**src/rtl/fft_iter_pkg.sv**
```systemverilog
// Shared definitions for the iterative FFT layer sequencer: state encoding
// and the slot-count helpers derived from the butterfly counter width.
package fft_iter_pkg;

    typedef enum logic [1:0] {
        IDLE     = 2'd0,
        RUN      = 2'd1,
        LAYER_SW = 2'd2,
        FIN      = 2'd3
    } seq_state_t;

    // Butterflies issued per layer (N/2).
    function automatic int nbut(input int butt_wl);
        return 1 << butt_wl;
    endfunction

    // Slots per layer: every butterfly plus the drain slots that let the
    // last results reach the work RAM before the layer switch.
    function automatic int slots(input int butt_wl, input int pipe_slots);
        return nbut(butt_wl) + pipe_slots;
    endfunction

endpackage

```
**src/rtl/fft_slot_timer.sv**
```systemverilog
// Phase/slot counter pair for the layer sequencer. Phase walks through one
// butterfly slot, slot walks through one layer; both freeze while en is low.
module fft_slot_timer #(
    parameter int PhWL       = 3,
    parameter int SlotWL     = 5,
    parameter int BUT_PERIOD = 4,
    parameter int SLOTS      = 18
) (
    input  logic              clk,
    input  logic              rst_n,
    input  logic              en,
    input  logic              clr,
    input  logic              run,
    output logic [PhWL-1:0]   phase,
    output logic [SlotWL-1:0] slot,
    output logic              phase_last,
    output logic              slot_last
);

    assign phase_last = (phase == PhWL'(BUT_PERIOD - 1));
    assign slot_last  = (slot == SlotWL'(SLOTS - 1));

    // Advance phase every running cycle; step slot when the phase wraps, and
    // wrap slot after the last slot so a fresh layer starts from zero.
    always_ff @(posedge clk or negedge rst_n) begin
        if (!rst_n) begin
            phase <= '0;
            slot  <= '0;
        end else if (en) begin
            if (clr) begin
                phase <= '0;
                slot  <= '0;
            end else if (run) begin
                if (phase_last) begin
                    phase <= '0;
                    slot  <= slot_last ? '0 : slot + SlotWL'(1);
                end else begin
                    phase <= phase + PhWL'(1);
                end
            end
        end
    end

endmodule

```
**src/rtl/fft_iter_layer_sequencer.sv**
```systemverilog
// Cycle-level scheduler for the in-place iterative radix-2 FFT core. Issues
// one butterfly per slot, drains the butterfly pipeline at the end of each
// layer, then switches layer; reports BUSY/DONE and honours EN and ABORT.
module fft_iter_layer_sequencer
    import fft_iter_pkg::*;
#(
    parameter int LAYERS     = 5,
    parameter int LayWL      = 4,
    parameter int ButtWL     = 4,
    parameter int BUT_PERIOD = 4,
    parameter int PIPE_SLOTS = 2,
    parameter int PhWL       = 3
) (
    input  logic             CLK,
    input  logic             RST,
    input  logic             EN,
    input  logic             START,
    input  logic             ABORT,
    output logic             BUT_STROB,
    output logic             ADDR_EN,
    output logic             LAY_EN,
    output logic             Wr,
    output logic             FIRST,
    output logic             BUSY,
    output logic             DONE,
    output logic [LayWL-1:0] LAYER
);

    localparam int N_BUT   = nbut(ButtWL);
    localparam int N_SLOTS = slots(ButtWL, PIPE_SLOTS);
    localparam int SlotWL  = $clog2(N_SLOTS);

    seq_state_t        state_q;
    seq_state_t        state_d;
    logic [LayWL-1:0]  layer;
    logic [PhWL-1:0]   phase;
    logic [SlotWL-1:0] slot;
    logic              phase_last;
    logic              slot_last;
    logic              timer_clr;
    logic              timer_run;
    logic              layer_clr;
    logic              layer_inc;

    fft_slot_timer #(
        .PhWL       (PhWL),
        .SlotWL     (SlotWL),
        .BUT_PERIOD (BUT_PERIOD),
        .SLOTS      (N_SLOTS)
    ) u_timer (
        .clk        (CLK),
        .rst_n      (RST),
        .en         (EN),
        .clr        (timer_clr),
        .run        (timer_run),
        .phase      (phase),
        .slot       (slot),
        .phase_last (phase_last),
        .slot_last  (slot_last)
    );

    // State register; EN low is folded into the next-state logic as a hold.
    always_ff @(posedge CLK or negedge RST) begin
        if (!RST) begin
            state_q <= IDLE;
        end else begin
            state_q <= state_d;
        end
    end

    // Layer index: cleared on a new transform or abort, kept after FIN so the
    // host can still read the final layer while idle.
    always_ff @(posedge CLK or negedge RST) begin
        if (!RST) begin
            layer <= '0;
        end else if (layer_clr) begin
            layer <= '0;
        end else if (layer_inc) begin
            layer <= layer + LayWL'(1);
        end
    end

    // Next-state and strobe decode. ABORT outranks everything; with EN low the
    // state holds and every pulse is suppressed, so the same cycle replays on
    // resume.
    always_comb begin
        state_d   = state_q;
        timer_clr = 1'b0;
        timer_run = 1'b0;
        layer_clr = 1'b0;
        layer_inc = 1'b0;
        BUT_STROB = 1'b0;
        ADDR_EN   = 1'b0;
        LAY_EN    = 1'b0;
        Wr        = 1'b0;
        DONE      = 1'b0;
        if (EN && ABORT) begin
            state_d   = IDLE;
            timer_clr = 1'b1;
            layer_clr = 1'b1;
        end else if (EN) begin
            case (state_q)
                IDLE: begin
                    if (START) begin
                        state_d   = RUN;
                        timer_clr = 1'b1;
                        layer_clr = 1'b1;
                    end
                end
                RUN: begin
                    timer_run = 1'b1;
                    // Phase 0 writes back the butterfly issued PIPE_SLOTS ago.
                    Wr        = (phase == '0) && (slot >= SlotWL'(PIPE_SLOTS));
                    BUT_STROB = phase_last;
                    // Drain slots advance the pipeline but issue no new address.
                    ADDR_EN   = phase_last && (slot < SlotWL'(N_BUT));
                    if (phase_last && slot_last) begin
                        state_d = (layer < LayWL'(LAYERS - 1)) ? LAYER_SW : FIN;
                    end
                end
                LAYER_SW: begin
                    LAY_EN    = 1'b1;
                    layer_inc = 1'b1;
                    timer_clr = 1'b1;
                    state_d   = RUN;
                end
                FIN: begin
                    DONE    = 1'b1;
                    state_d = IDLE;
                end
                default: begin
                    state_d = IDLE;
                end
            endcase
        end
    end

    assign FIRST = (state_q == RUN) && (layer == '0);
    assign BUSY  = (state_q != IDLE);
    assign LAYER = layer;

endmodule

```
**config.mk**
```make
export PLATFORM = sky130hd
export DESIGN_NAME = fft_iter_layer_sequencer
export DESIGN_NICKNAME = d
export VERILOG_FILES = /design/src/rtl/fft_iter_pkg.sv /design/src/rtl/fft_slot_timer.sv /design/src/rtl/fft_iter_layer_sequencer.sv
export SDC_FILE = /design/constraint.sdc
export NUM_CORES = 1
export LEC_CHECK = 0
export CAP_MARGIN = 20
export CORE_AREA = 2 2 44 46
export DETAILED_ROUTE_END_ITERATION = 8
export DIE_AREA = 0 0 46 48
export GPL_ROUTABILITY_DRIVEN = 0
export HOLD_SLACK_MARGIN = 0.05
export PLACE_DENSITY_LB_ADDON = 0.3
export RECOVER_POWER = 100
export SYNTH_ARGS = -nofsm -noshare
export SYNTH_HDL_FRONTEND = slang
export SYNTH_SLANG_ARGS = --single-unit
export TNS_END_PERCENT = 20
```
**constraint.sdc**
```tcl
create_clock -name CLK -period 3.13 [get_ports CLK]
set_input_delay 0.626 -clock CLK [delete_from_list [all_inputs] [get_ports CLK]]
set_output_delay 0.626 -clock CLK [all_outputs]
set_load 0.02 [all_outputs]
```
==> flow_summary.json <==
{
  "grt-ovfl-total": 0,
  "dieArea_um2": 2210,
  "ys_top_cells_by_area": "dfrtp_1, ha_1, inv_1, nor2_1, a22o_1",
  "routed_wl_um": 1780,
  "slew_headroom_pct": 59.0,
  "cp-start-kind": "primary input",
  "drtIter0Drc": 8,
  "rows": 15,
  "path_cells": "clkdlybuf4s50_1 -> buf_4 -> and4bb_4 -> nand2_4 -> clkinv_4 -> dlygate4sd3_1",
  "avgSynthCellArea_um2": 9.70,
  "clkTransAtPathRegs_ns": 0.08,
  "worstMarginPinSlew_ns": 0.612,
  "crit_type": "primary input to output port",
  "period_share_pct": 95.4,
  "pre_cts_slack_ns": 0.165,
  "hold_viol_final": 0,
  "grt_max_degree": 15,
  "syn_nets": 105,
  "area_delta_synth_final_pct": 24.5,
  "initial_utilization_pct": 53.4,
  "crit_path_end_kind": "output port",
  "whs_path_depth": 2,
  "vdd_ir_drop_max_mv": 0.255,
  "num_vias": 751,
  "drive_gt1_share_pct": 11.3,
  "htree_levels": 1,
  "swShare_pct": 26.5,
  "port_buffers": 15,
  "cts.sinks": 14,
  "fin_crit_ns": 2.99,
  "synth.top_cell.area_share_pct": 38.8,
  "p_comb_share_pct": 18.0,
  "die_height_um": 48,
  "seq_area_frac_synth_pct": 38.8,
  "status": "finished, final reports clean",
  "ys_seq_elements": 14,
  "cap_violations": 0,
  "postRouteAntennaNets": 0,
  "setup_violations": 0,
  "rr_endpoint": "u_timer.slot[3]$_DFFE_PN0P_",
  "yosys.area.top_type": "dfrtp_1",
  "diodes": 0,
  "worst_path_max_delay_cell": "dlygate4sd3_1",
  "ys_types": 38,
  "cts_tree": "done",
  "grt_use_total_pct": 19.6,
  "netlist_area_um2": 902,
  "min-delay-path-class": "flip-flop to flip-flop",
  "pwr-share-clk_pct": 32.8,
  "fmax_ghz": 0.335,
  "root_buffer": "clkbuf_4",
  "critPathRequiredTime_ns": 2.50,
  "hp-start": "u_timer.phase[2]$_DFFE_PN0P_",
  "coreArea_um2": 1690,
  "via_per_inst": 5.69,
  "leakagePower_nw": 0.565,
  "skew_ns": 0.000608,
  "synthCells": 93,
  "numCtsBuffers": 3,
  "yosysWarnings": 0,
  "cpPeakStageDelay_ns": 0.66,
  "postCtsSetupRepairBufs": 0,
  "tns_ns": 0,
  "dp_hpwl_um": 1370,
  "cp_data_arrival_time_ns": 2.36,
  "rsz0062_at_grt": "false",
  "finalNetCount": 128,
  "boundaryPins": 16,
  "switching_power_mw": 0.105,
  "cp_max_fo": 6,
  "p_seq_share_pct": 49.2,
  "grt_pass1_vias": 678,
  "routedWlPerCell_um": 13.5,
  "holdBufCountCts": 0,
  "drt_pass1_iterations": 4,
  "r2r-start": "u_timer.phase[0]$_DFFE_PN0P_",
  "hold_path_end": "u_timer.phase[2]$_DFFE_PN0P_",
  "power_density_nw_per_um2": 352,
  "fin_ws_ns": 0.143,
  "cts.path.max_buffers": 2,
  "r2r_setup_slack_ns": 1.50,
  "drc": 0,
  "grt_pass1_wl_um": 2880,
  "r2r_cells": 6,
  "clock_latency_ns": 0.28,
  "post_cts_resized": 0,
  "power.internal_mw": 0.291,
  "antenna_found_initial": 0,
  "maxSlewViolCount": 0,
  "die_x_um": 46
}
worst max-delay path, delay by kind of cell:
family                 cells  cell delay, ns
buffers and inverters      4            1.30
AND/OR/NAND/NOR            2            0.43
routing by layer:
metal | share of wire, % | wire (um) | track usage [%]
met3 | 4.0 | 71 | 3.40
met5 | 0 | 0 | 0
met2 | 45 | 806 | 32.5
met1 | 46 | 825 | 21.7
met4 | 4.2 | 75 | 16.6
metrics by stage:
| step | utilization, % | power [mW] | std cells | instance area, um^2 | hold WS (ns) |
|---|---|---|---|---|---|
| 2_1_floorplan | - | 0.238 | 93 | 902 | 0.330 |
| 5_1_grt | 66.5 | 0.421 | 132 | 1120 | 0.561 |
| 4_1_cts | 67.2 | 0.402 | 132 | 1130 | 0.532 |
| 3_3_place_gp | 65.0 | 0.269 | 128 | 1100 | 0.505 |
| 3_5_place_dp | 65.0 | 0.273 | 128 | 1100 | 0.517 |
| 6_report | 66.5 | 0.395 | 132 | 1120 | 0.538 |
cells in the mapped netlist:
master,count
nor3b_1,1
a22o_1,3
a31oi_1,1
nand2_1,6
nor4b_2,1
nand4bb_1,1
xnor2_1,2
nor2b_1,2
inv_1,9
a2bb2oi_1,1
and4_1,1
nand4_1,1
nor2_1,8
a2111oi_0,1
a21o_1,1
a21oi_1,5
nor3_1,4
nand3_1,3
ha_1,7
a211oi_1,1
and4bb_4,1
o41ai_1,1
xor2_1,2
buf_2,1
a211o_1,1
nor2_4,1
o21a_2,1
clkinv_4,1
nor4_1,1
and3_1,1
o22ai_1,1
and4bb_1,2
inv_2,1
nand2_4,1
dfrtp_1,14
o21ba_1,1
nand2b_1,2
and2b_1,1
final cells by class:
class / instances / area [um^2]
Tap cell: 17 / 21.3
Inverter: 11 / 46.3
Fill cell: 138 / 566
Timing Repair Buffer: 19 / 176
Clock buffer: 4 / 36.3
Sequential cell: 14 / 350
Multi-Input combinational cell: 67 / 493
power groups by stage:
stage	combinational, mW	clock, mW	sequential [mW]
after floorplan	0.0425	0	0.196
after global placement	0.0727	0	0.197
after detailed placement	0.0749	0	0.198
after CTS	0.0751	0.133	0.194
after global routing	0.0793	0.147	0.195
final	0.0711	0.130	0.195
cells by family (layout without fill, tap and decap cells):
kind of cell | count (synthesis) | count (layout) | share of synthesized area [%]
buf+inv | 12 | 34 | 5.69
simple gates | 38 | 38 | 27.2
xor+xnor | 4 | 4 | 3.88
fa+ha+maj | 7 | 7 | 9.71
compound gates | 18 | 18 | 14.7
flops | 14 | 14 | 38.8
sequential cells by signal, indices dropped and copies added, names as in the netlist:
| register | flops |
|---|---|
| u_timer.slot | 5 |
| u_timer.phase | 3 |
| LAYER | 4 |
| state_q | 2 |
worst max path at each step:
stage / from / slack (ns) / cells past startpoint / endpoint
final: ABORT / 0.14 / 6 / BUT_STROB
after detailed placement: ABORT / 0.16 / 4 / Wr
after CTS: ABORT / 0.16 / 4 / Wr
after global placement: ABORT / 0.17 / 4 / Wr
after global routing: ABORT / 0.07 / 6 / BUT_STROB
after floorplan: ABORT / 0.51 / 2 / Wr
cell usage in the layout (no fill, tap or decap), drive strengths merged, types with 2 or more instances in the layout:
cell,netlist,layout
xnor2,2,2
ha,7,7
nand2b,2,2
nand3,3,3
clkdlybuf4s50,0,4
nor2b,2,2
dfrtp,14,14
xor2,2,2
inv,10,10
nor2,9,9
and4bb,3,3
nor3,4,4
nand2,7,7
a22o,3,3
dlygate4sd3,0,11
a21oi,5,5
clkbuf,0,5
buf,1,3
Note: power is estimated with default switching activity, not from simulation.
==> edit 1: new RTL, config.mk and constraints unchanged <==
Change the parameter `LayWL` from 4 to 2.
--- a/src/rtl/fft_iter_layer_sequencer.sv
+++ b/src/rtl/fft_iter_layer_sequencer.sv
@@ -5,7 +5,7 @@
     import fft_iter_pkg::*;
 #(
     parameter int LAYERS     = 5,
-    parameter int LayWL      = 4,
+    parameter int LayWL      = 2,
     parameter int ButtWL     = 4,
     parameter int BUT_PERIOD = 4,
     parameter int PIPE_SLOTS = 2,
Ports: changed (resized LAYER); port bits go from 16 to 14. No check against the original RTL was run, so the function may have changed too.
==> edit 1 against the original RTL <==
Sequential power fell by 8%; utilization fell by 6.9 points; design area fell by 10%; wire length rose by 4.4%; critical path type unchanged; total power fell by 0.78%; sequential cell count fell by 2; largest power group unchanged; area after synthesis fell by 5.1%; worst setup slack improved by 0.037 ns; largest cell class unchanged.
==> edit 1: results (changes against the original RTL) <==
Worst setup path
  • R2R Setup Slk: 1.38 ns (-0.12 ns)
  • R2r startpoint: state_q[1]$_DFFE_PN0P_
  • Crit-path max cell delay: 0.68 ns (+0.02 ns)
  • Critical Path AT: 2.32 ns (-0.04 ns)

Detailed routing
  • WL final: 1860 um (+4.4%)
  • Routed WL per cell: 15.2 um (+13%)
  • Initial DRC Count: 10 (+2)

GRT
  • Gr usage total: 0.205 (+0.00932)
  • Largest net degree at the start of global routing: 14 (-1)
  • First-pass GRT wire length: 3110 um (+7.7%)
  • Vias in the first global route: 704 (+3.8%)

Cells and area
  • Finished Cell Area: 1010 um^2 (-10%)
  • FILL cells: 155 (+12%)
  • Layout cell share with drive strength beyond 1: 0.0762 (-0.0369)

Timing
  • Max transition margin: 0.627 (+0.0366)
  • Worst Clk Skew: 0.00297 ns (+0.00237 ns)
  • Hold Slack: 0.545 ns (+0.00733 ns)
  • Fin crit period: 2.95 ns (-0.0365 ns)

Hold path
  • Hold path depth: 1 (-1)
  • Hold_sp: u_timer.phase[1]$_DFFE_PN0P_

Synthesis
  • Synth cell count leaders: dfrtp_1 (12), inv_1 (12), a21oi_1 (7)
  • Syn nets: 100 (-4.8%)
  • Distinct cell type count after synthesis: 41 (+7.9%)
  • Mapped Avg Cell Area: 9.62 um^2 (-0.87%)
  • Register area share after synthesis: 0.351 (-0.0375)

Placed design
  • Port bufs: 13 (-2)
  • Setup WS pre-CTS: 0.264 ns (+0.0991 ns)
  • Placed cells: 118 (-7.8%)

Pwr
  • Net Sw Frac: 0.295 (+0.0295)

Status
  • Status: completed
## edit 1: area by class of cell
| class | instances | area share |
|---|---|---|
| multi-input combinational | 61 | 0.456 |
| sequential | 12 | 0.298 |
| timing repair buffer | 16 | 0.144 |
| inverter | 12 | 0.0447 |
| clock buffer | 4 | 0.0360 |
| tap | 17 | 0.0211 |
## edit 1: worst max-delay path by stage
stage                      from  to  depth (start not counted)
after floorplan           ABORT  Wr                          4
after global placement    ABORT  Wr                          5
after detailed placement  ABORT  Wr                          5
after CTS                 ABORT  Wr                          5
after global routing      ABORT  Wr                          5
final                        EN  Wr                          5
## edit 1: cell families (layout without fill, tap and decap cells)
family	count (synthesis)	in the layout	share of synthesized area
flops	12	12	0.351
buf+inv	16	32	0.0892
mux	1	1	0.0117
fa+ha+maj	6	6	0.0877
simple gates	27	27	0.241
compound gates	27	27	0.219
## edit 1: power by group through the flow
| stage | clock network (mW) | logic (mW) | registers, mW |
|---|---|---|---|
| 4_1_cts | 0.128 | 0.0940 | 0.180 |
| 3_5_place_dp | 0 | 0.0937 | 0.183 |
| 3_3_place_gp | 0 | 0.0909 | 0.182 |
| 2_1_floorplan | 0 | 0.0677 | 0.177 |
| 6_report | 0.125 | 0.0881 | 0.179 |
| 5_1_grt | 0.136 | 0.101 | 0.181 |
## edit 1: per-layer routing
metal	GRT usage	part of all wire
met5	0	0
met4	0.103	0.024
met3	0.0566	0.033
met2	0.339	0.49
met1	0.245	0.45
## edit 1: worst register-to-register path, cell delays in order, from the launching register on
cell and delay [ns]:
dfrtp_1 0.49, nand4bb_1 0.42, or4_1 0.62, a21oi_2 0.15
==> edit 2: new RTL, same flow settings <==
Made on the original files. Add an input register stage for `EN`, `START` and `ABORT`, without a reset; this delays them by one clock.
--- a/src/rtl/fft_iter_layer_sequencer.sv
+++ b/src/rtl/fft_iter_layer_sequencer.sv
@@ -30,6 +30,16 @@
     localparam int N_SLOTS = slots(ButtWL, PIPE_SLOTS);
     localparam int SlotWL  = $clog2(N_SLOTS);
 
+    logic EN_q;
+    logic START_q;
+    logic ABORT_q;
+
+    always_ff @(posedge CLK) begin
+        EN_q    <= EN;
+        START_q <= START;
+        ABORT_q <= ABORT;
+    end
+
     seq_state_t        state_q;
     seq_state_t        state_d;
     logic [LayWL-1:0]  layer;
@@ -50,7 +60,7 @@
     ) u_timer (
         .clk        (CLK),
         .rst_n      (RST),
-        .en         (EN),
+        .en         (EN_q),
         .clr        (timer_clr),
         .run        (timer_run),
         .phase      (phase),
@@ -94,14 +104,14 @@
         LAY_EN    = 1'b0;
         Wr        = 1'b0;
         DONE      = 1'b0;
-        if (EN && ABORT) begin
+        if (EN_q && ABORT_q) begin
             state_d   = IDLE;
             timer_clr = 1'b1;
             layer_clr = 1'b1;
-        end else if (EN) begin
+        end else if (EN_q) begin
             case (state_q)
                 IDLE: begin
-                    if (START) begin
+                    if (START_q) begin
                         state_d   = RUN;
                         timer_clr = 1'b1;
                         layer_clr = 1'b1;
Formal check against the unedited RTL: not equivalent (a bounded check fails within 4 cycles, from zero or initial values and one cycle with RST low).
==> edit 2 against the original RTL <==
Sequential share of layout area grew 4.9 points; first-iteration DRC count increased by 38%; global-route usage fell by 0.68 points; total power up 5.5%; register-to-register slack got worse by 0.04 ns; worst setup slack better by 0.23 ns; via count grew 0.53%; wire length grew 3.8%; area after synthesis rose by 6.2%; combinational power down 9.6%; design area grew 1.3%; fmax increased by 8.5%; sequential cell count grew 3; critical path type is now flop to output port; largest cell class unchanged; largest power group unchanged.
==> edit 2: results (changes against the original RTL) <==
Status
  • Status: completed

Detailed routing
  • Initial DRC Count: 11 (+3)
  • Highest metal used: met4
  • Met2 wire length: 930 um (+15%)
  • Routed wl met3: 78 um (+9.9%)
  • Via/cell ratio: 5.76 (+1.3%)
  • Metal-1 WL: 807 um (-2.2%)
  • WL final: 1850 um (+3.8%)
  • Routed WL per cell: 14.1 um (+4.6%)

Timing
  • Worst Clk Skew: 0.00249 ns (+0.00188 ns)
  • Hold Slack: 0.556 ns (+0.0180 ns)
  • Tightest Pin Transition: 0.644 ns (+0.0316 ns)

Worst setup path
  • Crit-path max cell delay: 0.72 ns (+0.06 ns)
  • Critical Path AT: 2.13 ns (-0.23 ns)
  • R2r startpoint: state_q[1]$_DFFE_PN0P_
  • FF-to-FF End: u_timer.slot[2]$_DFFE_PN0P_
  • Worst reg2reg path depth: 5 (-1)
  • R2R Setup Slk: 1.46 ns (-0.04 ns)

Placed design
  • Placed cell area: 1130 um^2 (+3.1%)
  • Setup WS pre-CTS: 0.727 ns (+0.562 ns)
  • Detailed Place HPWL: 1370 um (unchanged)

Hold path
  • Worst Hold End: u_timer.phase[1]$_DFFE_PN0P_
  • Hold_sp: u_timer.phase[1]$_DFFE_PN0P_

Synthesis
  • Ranking of synthesized cells by area: dfrtp_1 (37%), ha_1 (9.1%), dfxtp_1 (6.3%), inv_1 (3.5%), nor2_1 (3.1%)
  • Compound-Gate Fraction of Synth Area: 0.121 (-0.0256)
  • Async SR Flop Fraction: 0.824 (-0.176)
  • Synth cell count leaders: dfrtp_1 (14), inv_1 (9), nor2_1 (8)
  • Cells after synthesis: 95 (+2.2%)
  • Synth Area in XOR/XNOR: 0.0457 (+0.00686)
  • Post-Synth Adder-Cell Area: 0.0914 (-0.00570)
  • Yosys warnings: 0 (unchanged)
  • Count leader, synth: dfrtp_1

Pwr
  • Clock group: 0.114 mW (-12%)
  • Max VDD drop: 0.300 mV (+18%)
  • Net Sw Frac: 0.269 (+0.00410)
  • Seq. pwr: 0.239 mW (+23%)
  • Psw: 0.112 mW (+7.1%)
  • Leakage: 0.548 nW (-3.0%)

GRT
  • Met2 Use GR: 0.333 (+0.00833)
  • Vias in the first global route: 705 (+4.0%)
  • First-pass GRT wire length: 2900 um (+0.69%)
  • GR Util met3: 0.0453 (+0.0113)
  • Gr usage total: 0.189 (-0.00678)

Clocking
  • Clk_lat worst skew: 0.28 ns (about the same)
  • CTS clock-pin slew for the worst setup and hold paths: 0.10 ns (+0.02 ns)

Cells and area
  • Layout Nets: 127 (-0.78%)
  • Layout cell share with drive strength beyond 1: 0.0702 (-0.0429)
  • Area Growth Syn to Fin: 18.8%
[edit 2: cell types whose count changed after synthesis, sizes merged, moves of 2 or more]
cell | unedited run | this run
a21oi | 5 | 3
dfxtp | 0 | 3
nand3 | 3 | 5
o21ai | 0 | 2
a22o | 3 | 1
[edit 2: final cells by class]
cell class	count	share of cell area
inverters	10	0.0341
repair buffers	16	0.135
clock buffers	4	0.0231
well taps	17	0.0187
multi-input cells	67	0.429
flip-flops and latches	17	0.360
[edit 2: worst max path at each step]
stage / end / slack, ns / depth (start not counted) / from
finish: Wr / 0.38 / 3 / state_q[1]$_DFFE_PN0P_
global route: BUT_STROB / 0.28 / 5 / u_timer.phase[0]$_DFFE_PN0P_
CTS: Wr / 0.40 / 3 / state_q[1]$_DFFE_PN0P_
detailed placement: Wr / 0.73 / 3 / state_q[1]$_DFFE_PN0P_
global placement: Wr / 0.77 / 3 / state_q[1]$_DFFE_PN0P_
floorplan: Wr / 0.69 / 2 / state_q[1]$_DFFE_PN0P_
